`src/rtl/wb_pkg.sv`:
```
// ---------------------------------------------------------------------------
// wb_pkg
// Shared definitions for the Wishbone classic master bridge:
//   - wb_state_e         : bridge FSM states (IDLE, BUS, RESP)
//   - WB_ADDR_W/WB_DATA_W: default bus widths
//   - WB_TIMEOUT_DEFAULT : default ack timeout in bus cycles (0 = disabled)
//   - WB_RSP_TIMEOUT_DAT : response data returned on a timeout abort
//   - wb_cnt_width()     : width of the timeout counter for a given TIMEOUT
// ---------------------------------------------------------------------------
package wb_pkg;

    typedef enum logic [1:0] {
        IDLE = 2'd0,
        BUS  = 2'd1,
        RESP = 2'd2
    } wb_state_e;

    localparam int WB_ADDR_W          = 32;
    localparam int WB_DATA_W          = 32;
    localparam int WB_TIMEOUT_DEFAULT = 255;

    localparam logic [WB_DATA_W-1:0] WB_RSP_TIMEOUT_DAT = '0;

    // clog2(timeout+1), never narrower than one bit so TIMEOUT=0 still builds
    function automatic int wb_cnt_width(input int timeout);
        int w;
        w = $clog2(timeout + 1);
        if (w < 1) begin
            w = 1;
        end else begin
            w = w;
        end
        return w;
    endfunction

endpackage

```
`src/rtl/wb_master_bridge.sv`:
```
// ---------------------------------------------------------------------------
// wb_master_bridge
// Wishbone classic initiator driven by a valid/ready command stream. Each
// accepted command produces exactly one single-beat bus cycle, which ends on
// ack or on timeout, followed by exactly one response on the rsp_* stream.
//
// Ports
//   wb_clk_i, wb_rst_i          : clock, synchronous active-high reset
//   cmd_valid/cmd_ready         : command handshake
//   cmd_we/adr/dat/sel          : command fields (write flag, address, data, byte enables)
//   rsp_valid/rsp_ready         : response handshake
//   rsp_dat, rsp_err            : read data (0 for writes/timeouts), timeout flag
//   wbm_cyc_o/stb_o/we_o/adr_o/dat_o/sel_o : Wishbone master outputs
//   wbm_dat_i, wbm_ack_i        : Wishbone read data and acknowledge
// All outputs come straight from registers.
// ---------------------------------------------------------------------------
module wb_master_bridge
    import wb_pkg::*;
#(
    parameter int ADDR_W  = WB_ADDR_W,
    parameter int DATA_W  = WB_DATA_W,
    parameter int TIMEOUT = WB_TIMEOUT_DEFAULT
) (
    input  logic                wb_clk_i,
    input  logic                wb_rst_i,
    input  logic                cmd_valid,
    output logic                cmd_ready,
    input  logic                cmd_we,
    input  logic [ADDR_W-1:0]   cmd_adr,
    input  logic [DATA_W-1:0]   cmd_dat,
    input  logic [DATA_W/8-1:0] cmd_sel,
    output logic                rsp_valid,
    input  logic                rsp_ready,
    output logic [DATA_W-1:0]   rsp_dat,
    output logic                rsp_err,
    output logic                wbm_cyc_o,
    output logic                wbm_stb_o,
    output logic                wbm_we_o,
    output logic [ADDR_W-1:0]   wbm_adr_o,
    output logic [DATA_W-1:0]   wbm_dat_o,
    output logic [DATA_W/8-1:0] wbm_sel_o,
    input  logic [DATA_W-1:0]   wbm_dat_i,
    input  logic                wbm_ack_i
);

    localparam int SEL_W  = DATA_W / 8;
    localparam int CNT_W  = wb_cnt_width(TIMEOUT);
    localparam bit TO_EN  = (TIMEOUT != 0);
    localparam int LAST_I = (TIMEOUT > 0) ? (TIMEOUT - 1) : 0;

    // counter value on the last bus cycle before abort, and saturation value
    localparam logic [CNT_W-1:0] CNT_LAST = LAST_I[CNT_W-1:0];
    localparam logic [CNT_W-1:0] CNT_MAX  = TIMEOUT[CNT_W-1:0];
    localparam logic [CNT_W-1:0] CNT_ONE  = CNT_W'(1'b1);

    wb_state_e           state_r,     state_s;
    logic                cmd_ready_r, cmd_ready_s;
    logic                cyc_r,       cyc_s;
    logic                we_r,        we_s;
    logic [ADDR_W-1:0]   adr_r,       adr_s;
    logic [DATA_W-1:0]   dat_r,       dat_s;
    logic [SEL_W-1:0]    sel_r,       sel_s;
    logic                rsp_valid_r, rsp_valid_s;
    logic [DATA_W-1:0]   rsp_dat_r,   rsp_dat_s;
    logic                rsp_err_r,   rsp_err_s;
    logic [CNT_W-1:0]    cnt_r,       cnt_s;
    logic                timeout_hit_s;

    // Abort condition: counter reached the last permitted cycle (only when enabled)
    always_comb begin
        timeout_hit_s = 1'b0;
        if (TO_EN && (cnt_r == CNT_LAST)) begin
            timeout_hit_s = 1'b1;
        end else begin
            timeout_hit_s = 1'b0;
        end
    end

    // Next-state and next-output logic for the IDLE/BUS/RESP sequencer
    always_comb begin
        state_s     = state_r;
        cmd_ready_s = cmd_ready_r;
        cyc_s       = cyc_r;
        we_s        = we_r;
        adr_s       = adr_r;
        dat_s       = dat_r;
        sel_s       = sel_r;
        rsp_valid_s = rsp_valid_r;
        rsp_dat_s   = rsp_dat_r;
        rsp_err_s   = rsp_err_r;
        cnt_s       = cnt_r;

        case (state_r)
            IDLE: begin
                // cmd_ready_r is still 0 for the first cycle out of reset,
                // so no command can be taken on that cycle
                if (cmd_valid && cmd_ready_r) begin
                    we_s        = cmd_we;
                    adr_s       = cmd_adr;
                    dat_s       = cmd_dat;
                    sel_s       = cmd_sel;
                    cnt_s       = {CNT_W{1'b0}};
                    cyc_s       = 1'b1;
                    cmd_ready_s = 1'b0;
                    state_s     = BUS;
                end else begin
                    cmd_ready_s = 1'b1;
                end
            end
            BUS: begin
                if (wbm_ack_i) begin
                    // ack has priority over a coincident timeout
                    cyc_s       = 1'b0;
                    rsp_valid_s = 1'b1;
                    rsp_dat_s   = we_r ? {DATA_W{1'b0}} : wbm_dat_i;
                    rsp_err_s   = 1'b0;
                    state_s     = RESP;
                end else begin
                    if (cnt_r != CNT_MAX) begin
                        cnt_s = cnt_r + CNT_ONE;
                    end else begin
                        cnt_s = cnt_r;
                    end
                    if (timeout_hit_s) begin
                        cyc_s       = 1'b0;
                        rsp_valid_s = 1'b1;
                        rsp_dat_s   = WB_RSP_TIMEOUT_DAT[DATA_W-1:0];
                        rsp_err_s   = 1'b1;
                        state_s     = RESP;
                    end else begin
                        cyc_s = 1'b1;
                    end
                end
            end
            RESP: begin
                if (rsp_ready) begin
                    rsp_valid_s = 1'b0;
                    cmd_ready_s = 1'b1;
                    state_s     = IDLE;
                end else begin
                    rsp_valid_s = 1'b1;
                end
            end
            default: begin
                state_s     = IDLE;
                cyc_s       = 1'b0;
                rsp_valid_s = 1'b0;
                cmd_ready_s = 1'b0;
            end
        endcase
    end

    // State and output registers with synchronous reset
    always_ff @(posedge wb_clk_i) begin
        if (wb_rst_i) begin
            state_r     <= IDLE;
            cmd_ready_r <= 1'b0;
            cyc_r       <= 1'b0;
            we_r        <= 1'b0;
            adr_r       <= {ADDR_W{1'b0}};
            dat_r       <= {DATA_W{1'b0}};
            sel_r       <= {SEL_W{1'b0}};
            rsp_valid_r <= 1'b0;
            rsp_dat_r   <= {DATA_W{1'b0}};
            rsp_err_r   <= 1'b0;
            cnt_r       <= {CNT_W{1'b0}};
        end else begin
            state_r     <= state_s;
            cmd_ready_r <= cmd_ready_s;
            cyc_r       <= cyc_s;
            we_r        <= we_s;
            adr_r       <= adr_s;
            dat_r       <= dat_s;
            sel_r       <= sel_s;
            rsp_valid_r <= rsp_valid_s;
            rsp_dat_r   <= rsp_dat_s;
            rsp_err_r   <= rsp_err_s;
            cnt_r       <= cnt_s;
        end
    end

    assign cmd_ready = cmd_ready_r;
    assign wbm_cyc_o = cyc_r;
    assign wbm_stb_o = cyc_r;
    assign wbm_we_o  = we_r;
    assign wbm_adr_o = adr_r;
    assign wbm_dat_o = dat_r;
    assign wbm_sel_o = sel_r;
    assign rsp_valid = rsp_valid_r;
    assign rsp_dat   = rsp_dat_r;
    assign rsp_err   = rsp_err_r;

endmodule

```
`config.mk`:
```
export PLATFORM = sky130hd
export DESIGN_NAME = wb_master_bridge
export DESIGN_NICKNAME = d
export VERILOG_FILES = /design/src/rtl/wb_pkg.sv /design/src/rtl/wb_master_bridge.sv
export SDC_FILE = /design/constraint.sdc
export NUM_CORES = 1
export LEC_CHECK = 0
export CORE_MARGIN = 2
export CORE_UTILIZATION = 40
export CTS_CLUSTER_SIZE = 12
export DETAILED_ROUTE_END_ITERATION = 6
export PLACE_DENSITY = 0.81
export SLEW_MARGIN = 20
export SYNTH_ARGS = -nofsm -noshare
export SYNTH_HDL_FRONTEND = slang
export SYNTH_SLANG_ARGS = --single-unit
```
`constraint.sdc`:
```
create_clock -name wb_clk_i -period 2.1 [get_ports wb_clk_i]
set_input_delay 0.21 -clock wb_clk_i [delete_from_list [all_inputs] [get_ports wb_clk_i]]
set_output_delay 0.21 -clock wb_clk_i [all_outputs]
set_load 0.02 [all_outputs]
```
==> results of run 1 <==
[cell families after synthesis]
group	after synthesis	share of synthesized area
flip-flops	115	0.558
AND/OR/NAND/NOR	187	0.189
buffers and inverters	37	0.0376
multiplexers	3	0.00728
AO/OA/AOI/OAI	123	0.193
adder cells (fa/ha/maj)	5	0.0152
[Yosys cell counts, drive strengths merged]
| cell type | n |
|---|---|
| and4b | 1 |
| nand2b | 3 |
| a211oi | 4 |
| and3 | 2 |
| or4 | 2 |
| a21o | 1 |
| a22o | 32 |
| o311ai | 1 |
| inv | 4 |
| o31ai | 3 |
| o21ai | 2 |
| nor2 | 10 |
| nand2 | 145 |
| a211o | 1 |
| ha | 5 |
| a31oi | 2 |
| and4 | 1 |
| buf | 10 |
| nand4b | 2 |
| a21boi | 4 |
| nand3 | 4 |
| nor3 | 9 |
| nand4 | 1 |
| a21oi | 73 |
| or3b | 1 |
| clkbuf | 23 |
| or3 | 3 |
| nor4 | 2 |
| nor2b | 1 |
| mux2i | 3 |
| dfxtp | 115 |
[registers in the layout (all words and copies together), names as in the netlist]
signal	flops
cmd_ready	1
cnt_r	8
rsp_dat	32
rsp_err	1
rsp_valid	1
state_r	2
wbm_adr_o	32
wbm_cyc_o	1
wbm_dat_o	32
wbm_sel_o	4
wbm_we_o	1
[final timing paths]
check,from,to,depth (start not counted)
worst max-delay path,state_r[0]$_SDFFE_PP0P_,cnt_r[3]$_SDFFE_PP0P_,6
worst min-delay path,wb_rst_i,cnt_r[1]$_SDFFE_PP0P_,2
worst max register to register,state_r[0]$_SDFFE_PP0P_,cnt_r[3]$_SDFFE_PP0P_,6
worst min register to register,wbm_dat_o[10]$_SDFFE_PP0P_,wbm_dat_o[10]$_SDFFE_PP0P_,2
[final cells by class]
class                      count  share of cell area
clock inverter                 9              0.0189
inverter                       4             0.00215
multi-input combinational    318               0.242
timing repair buffer         222               0.318
tap                          136              0.0244
sequential                   115               0.330
clock buffer                  21              0.0645
[worst reg2reg max path, stage by stage (launching register included)]
cell	delay [ns]
sky130_fd_sc_hd__dfxtp_1	0.34
sky130_fd_sc_hd__inv_1	0.08
sky130_fd_sc_hd__ha_1	0.28
sky130_fd_sc_hd__a21boi_4	0.19
sky130_fd_sc_hd__a211o_4	0.37
sky130_fd_sc_hd__or4_1	0.52
sky130_fd_sc_hd__a21boi_1	0.15
[per-stage QoR]
step / power [W] / util
after floorplan: 0.00399 / -
after global placement: 0.00497 / 0.627
after detailed placement: 0.00505 / 0.627
after CTS: 0.00788 / 0.684
after global routing: 0.00821 / 0.684
final: 0.00781 / 0.684
[routing by layer]
layer,wire [um],part of all wire
met5,0,0
met1,4850,0.41
met2,5820,0.49
met4,430,0.036
met3,866,0.072
[power by group through the flow]
stage	clock network [W]	registers (W)	logic (W)
floorplan	0	0.00302	0.000973
global placement	0	0.00269	0.00228
detailed placement	0	0.00271	0.00234
CTS	0.00287	0.00266	0.00235
global route	0.00297	0.00270	0.00253
finish	0.00281	0.00266	0.00234
==> results.ini, run 1 <==
[global_route]
grtUsageMet3 = 0.0631
grt_overflow_total = 0
vias_in_the_first_global_route = 3992
grt_max_degree = 70
grt_first_pass_wirelength_mm = 18.8
globalRouteMet2Util = 0.358
grt_busiest_layer = met2
antenna_found_initial = 0
grtUsageTotal = 0.213
grtUsageMet1 = 0.241

[synth]
sequential_element_share_of_the_synthesized_area = 0.558
synth.area.top_cells = sky130_fd_sc_hd__dfxtp_1 (56%), sky130_fd_sc_hd__nand2_1 (13%), sky130_fd_sc_hd__a21oi_1 (8.9%)
mappedNetlistNets = 581
synth.lib_cells_used.distinct = 36
yosys_register_bits = 115
synth_area_per_cell_um2 = 8.78
yosys.area.top_type_share = 0.558
synth_top_cell_by_area = sky130_fd_sc_hd__dfxtp_1
synth_warnings = 0
netlist_instances = 470
area_of_the_mapped_netlist_mm2 = 0.00413

[place]
place.port_buffers = 211
final_weighted_congestion_in_routability_driven_placement = 0.786
placed_cells_incl_taps = 795
placed_cell_area_mm2 = 0.00639
dpl_worst_slack_ns = 0.0769
detailed_place_hpwl_mm = 8.32

[layout]
final_layout_size_suffix_gt1_frac = 0.0682
num-nets-final = 789
post_layout_nonfiller_instances = 825
seq_area_mm2 = 0.00230
diodes = 0
final_cell_mix = sky130_fd_sc_hd__clkdlybuf4s50_1 (210), sky130_fd_sc_hd__nand2_1 (145), sky130_fd_sc_hd__dfxtp_1 (115), sky130_fd_sc_hd__a21oi_1 (72), sky130_fd_sc_hd__a22o_1 (32)
layout.filler_cells = 791
layout.cells.most_common = sky130_fd_sc_hd__clkdlybuf4s50_1
multi_input_comb_area_mm2 = 0.00169
fin_area_mm2 = 0.00697
area_growth_syn_to_layout_pct = 68.8

[sta]
final.hold.worst_slack_ns = 0.0837
tns_ns = 0
layout_setup_ws_ns = 0.114
final_max_slew_viol_count = 0
final.period_utilization = 0.946
final_critical_path_time_including_i_o_delays_and_setup_ns = 1.99
max-slew-margin-rel = 0.543
final-setup-viol-count = 0
tightestPinTransition_ns = 0.685
finalHoldViolations = 0
max_freq_ghz = 0.504
worst_clock_skew_ns = 0.00665
setup_repair_after_global_routing_missed_its_margin = false

[critical_path]
critical_path.endpoint_type = flip-flop
cp_bufs_invs = 1
rrSetupSlack_ns = 0.11
criticalPathCategory = reg -> reg
crit_required_ns = 2.54
critical-path-top-delay-family = compound AO/OA/AOI/OAI gates
crit_path_cell_trace = inv_1 > ha_1 > a21boi_4 > a211o_4 > or4_1 > a21boi_1
start_kind = flip-flop
timing.critical_path.slowest_stage_cell = sky130_fd_sc_hd__or4_1
crit_path_max_fanout = 9
max_stage_delay_ns = 0.52
worst_path_arrival_ns = 2.42

[pwr]
p_sw_frac = 0.305
switchingPower_w = 0.00238
internal_power_w = 0.00542
power-per-cell-area_mw_per_mm2 = 1120
share_comb_of_total_power = 0.299
pwr-share-clk = 0.359
proportion_of_power_drawn_by_flip_flops_and_latches = 0.341
peakVddDrop_mv = 0.623
p_leak_nw = 2.52

[hold_path]
hold_path_class = in -> reg

[routing]
drc = 0
first_pass_drt_iterations = 4
wl_per_cell_um = 14.5
antenna_left = 0
vias_per_cell = 4.98
drt-total-wl_mm = 12.0
vias = 4106
detail_route.iter0.violations = 214

[floorplan]
die-height_um = 106
core_area_mm2 = 0.0102
floorplan.die_area_mm2 = 0.0111
std_cell_rows = 37
initial_core_util = 0.405
chipWidth_um = 106
boundaryPins = 212

[cts]
clock_latency_of_the_later_clocked_register_in_the_worst_skew_pair_ns = 0.51
postCtsSetupBuffers = 0
number_of_gates_given_a_new_drive_strength_after_cts = 0
clk_path_buf_depth = 2
cts.htree.levels = 4
cts.sinks = 115
tritoncts = yes
cts-hold-fix-buffers = 0
clkSlewWorstSetupHoldPaths_ns = 0.06
numCtsBuffers = 17
root_buffer = sky130_fd_sc_hd__clkbuf_8

[outcome]
outcome = finished clean

[flow_run]
cap_violations = 0

Note: power is estimated with default switching activity, not from simulation.
==> inputs of run 2 (changes only) <==
--- a/config.mk
+++ b/config.mk
@@ -5,11 +5,12 @@
 export SDC_FILE = /design/constraint.sdc
 export NUM_CORES = 1
 export LEC_CHECK = 0
+export ABC_AREA = 1
 export CORE_MARGIN = 2
-export CORE_UTILIZATION = 40
+export CORE_UTILIZATION = 41
 export CTS_CLUSTER_SIZE = 12
 export DETAILED_ROUTE_END_ITERATION = 6
-export PLACE_DENSITY = 0.81
+export PLACE_DENSITY = 0.8
 export SLEW_MARGIN = 20
 export SYNTH_ARGS = -nofsm -noshare
 export SYNTH_HDL_FRONTEND = slang
==> run 2 against run 1 <==
Net effect: combinational power grew 30%; sequential share of layout area shrank 1.4 points; sequential cell count is the same; setup slack gained 0.12 ns; non-clock buffer count shrank 2; wire length grew 4.6%; die area grew 5.3%; synthesized cell count grew 23%; count of clock-buffer cells in the layout shrank 1; critical endpoint is now cmd_ready; largest cell class unchanged.
==> results.ini, run 2 <==
[outcome]
outcome = finished clean

[layout]
num-nets-final = 893
layout.cells.most_common = sky130_fd_sc_hd__clkdlybuf4s50_1
layout.filler_cells = 863
final_cell_mix = sky130_fd_sc_hd__clkdlybuf4s50_1 (211), sky130_fd_sc_hd__dfxtp_1 (115), sky130_fd_sc_hd__a21oi_1 (112), sky130_fd_sc_hd__nand2_1 (101), sky130_fd_sc_hd__inv_1 (93)
final_layout_size_suffix_gt1_frac = 0.0643
diodes = 0
area_growth_syn_to_layout_pct = 62.9

[synth]
proportion_of_synthesized_flip_flops_having_asynchronous_set_or_reset = 0
yosys.area.top_type_share = 0.516
synth.lib_cells_used.distinct = 25
ys_top_cells_by_count = sky130_fd_sc_hd__dfxtp_1 (115), sky130_fd_sc_hd__a21oi_1 (112), sky130_fd_sc_hd__nand2_1 (101)
synth_warnings = 0
yosys_register_bits = 115
yosys_most_used_dff = sky130_fd_sc_hd__dfxtp_1
synth_top_cell_by_area = sky130_fd_sc_hd__dfxtp_1
mappedNetlistNets = 690
synth.area.top_cells = sky130_fd_sc_hd__dfxtp_1 (52%), sky130_fd_sc_hd__a21oi_1 (13%), sky130_fd_sc_hd__nand2_1 (8.5%)
most_frequent_cell_after_synthesis = sky130_fd_sc_hd__dfxtp_1
synth_area_per_cell_um2 = 7.71
area_of_the_mapped_netlist_mm2 = 0.00447
synth_edf_count = 0
netlist_instances = 579
sequential_element_share_of_the_synthesized_area = 0.516

[global_route]
grt_max_degree = 52
antenna_found_initial = 1
grt_first_pass_wirelength_mm = 19.4
grtUsageTotal = 0.212
vias_in_the_first_global_route = 4233
grt_overflow_total = 0

[place]
final_weighted_congestion_in_routability_driven_placement = 0.826
place.port_buffers = 211
detailed_place_hpwl_mm = 9.18

[sta]
final_critical_path_time_including_i_o_delays_and_setup_ns = 1.86
setup_repair_after_global_routing_missed_its_margin = false
final.period_utilization = 0.887
final-setup-viol-count = 0
worst_clock_skew_ns = 0.0111
final_max_slew_viol_count = 0
max_freq_ghz = 0.537
max-slew-margin-rel = 0.715
tightestPinTransition_ns = 0.428
finalHoldViolations = 0
tns_ns = 0

[routing]
drc = 0
drt-total-wl_mm = 12.5
wl_per_cell_um = 13.4
detail_route.iter0.violations = 204
vias_per_cell = 4.72
antenna_left = 0
first_pass_drt_iterations = 4
vias = 4407

[critical_path]
crit_path_cell_trace = clkdlybuf4s50_1
criticalPathCategory = reg -> out
crit_path_max_fanout = 4
start_kind = flip-flop
rrSetupSlack_ns = 0.31
crit_cells = 1
crit_required_ns = 1.89
critical-path-top-delay-family = buffers and inverters
critical_path.endpoint_type = primary output
reg2regPathDepth = 8
timing.critical_path.slowest_stage_cell = sky130_fd_sc_hd__clkdlybuf4s50_1
max_stage_delay_ns = 0.69
worstReg2RegStart = state_r[1]$_SDFFE_PP0P_
rr_endpoint = state_r[0]$_SDFFE_PP0P_
cp_bufs_invs = 1
worst_path_arrival_ns = 1.65

[cts]
clock_latency_of_the_later_clocked_register_in_the_worst_skew_pair_ns = 0.51
tritoncts = yes
clk_path_buf_depth = 2
postCtsSetupBuffers = 0
cts.htree.levels = 4
clkSlewWorstSetupHoldPaths_ns = 0.05
cts.sinks = 115
cts-hold-fix-buffers = 0
numCtsBuffers = 17
number_of_gates_given_a_new_drive_strength_after_cts = 0
root_buffer = sky130_fd_sc_hd__clkbuf_8

[floorplan]
initial_core_util = 0.416
floorplan.die_area_mm2 = 0.0117
die-height_um = 108
core_area_mm2 = 0.0107
std_cell_rows = 38
chipWidth_um = 108
boundaryPins = 212

[flow_run]
cap_violations = 0

[hold_path]
whs_path_depth = 3
hold_end = rsp_dat[5]$_SDFFE_PP0P_
hold_path_class = in -> reg
hp-start = wbm_dat_i[5]

[pwr]
peakVddDrop_mv = 0.752
power-per-cell-area_mw_per_mm2 = 1200
p_leak_nw = 2.71
design_power_total_w = 0.00876

[run 2: how the worst max path moves through the flow]
stage / from / to / slack [ns]
2_1_floorplan: state_r[0]$_SDFFE_PP0P_ / cnt_r[3]$_SDFFE_PP0P_ / 0.70
3_3_place_gp: cmd_valid / wbm_dat_o[18]$_SDFFE_PP0P_ / 0.36
3_5_place_dp: cmd_valid / wbm_adr_o[30]$_SDFFE_PP0P_ / 0.29
4_1_cts: cmd_ready$_SDFFE_PP0P_ / cmd_ready / 0.20
5_1_grt: cmd_ready$_SDFFE_PP0P_ / cmd_ready / 0.14
6_report: cmd_ready$_SDFFE_PP0P_ / cmd_ready / 0.24
[run 2: logic make-up after synthesis]
| kind of cell | Yosys count | share of synthesized area |
|---|---|---|
| compound gates | 188 | 0.215 |
| fa+ha+maj | 5 | 0.0140 |
| buf+inv | 131 | 0.124 |
| flops | 115 | 0.516 |
| simple gates | 140 | 0.132 |
[run 2: report_power, final]
part	internal [W]	total [W]	switching (W)	leakage, nW
combinational	0.00136	0.00305	0.00168	1.49
clock	0.00187	0.00282	0.000947	0.284
sequential	0.00264	0.00289	0.000258	0.938
[run 2: per-layer routing]
| layer | global-route usage | part of all wire |
|---|---|---|
| met4 | 0.0806 | 0.015 |
| met3 | 0.107 | 0.11 |
| met1 | 0.215 | 0.38 |
| met5 | 0 | 0.0010 |
| met2 | 0.373 | 0.49 |
[run 2: per-stage QoR]
step	area [um2]	setup WS (ns)	hold WS, ns	instances	util
6_report	7280	0.237	0.254	933	0.677
5_1_grt	7280	0.144	0.259	933	0.677
4_1_cts	7280	0.200	0.239	933	0.677
3_5_place_dp	6690	0.286	0.434	903	0.622
3_3_place_gp	6690	0.355	0.430	903	0.622
2_1_floorplan	4470	0.699	0.357	579	-
[run 2: layout make-up]
cell class,count,area [um2],area share
Tap cell,140,175,0.0241
Timing Repair Buffer,220,2230,0.306
Inverter,95,357,0.0490
Clock inverter,10,133,0.0182
Sequential cell,115,2300,0.316
Multi-Input combinational cell,333,1620,0.223
Clock buffer,20,455,0.0626
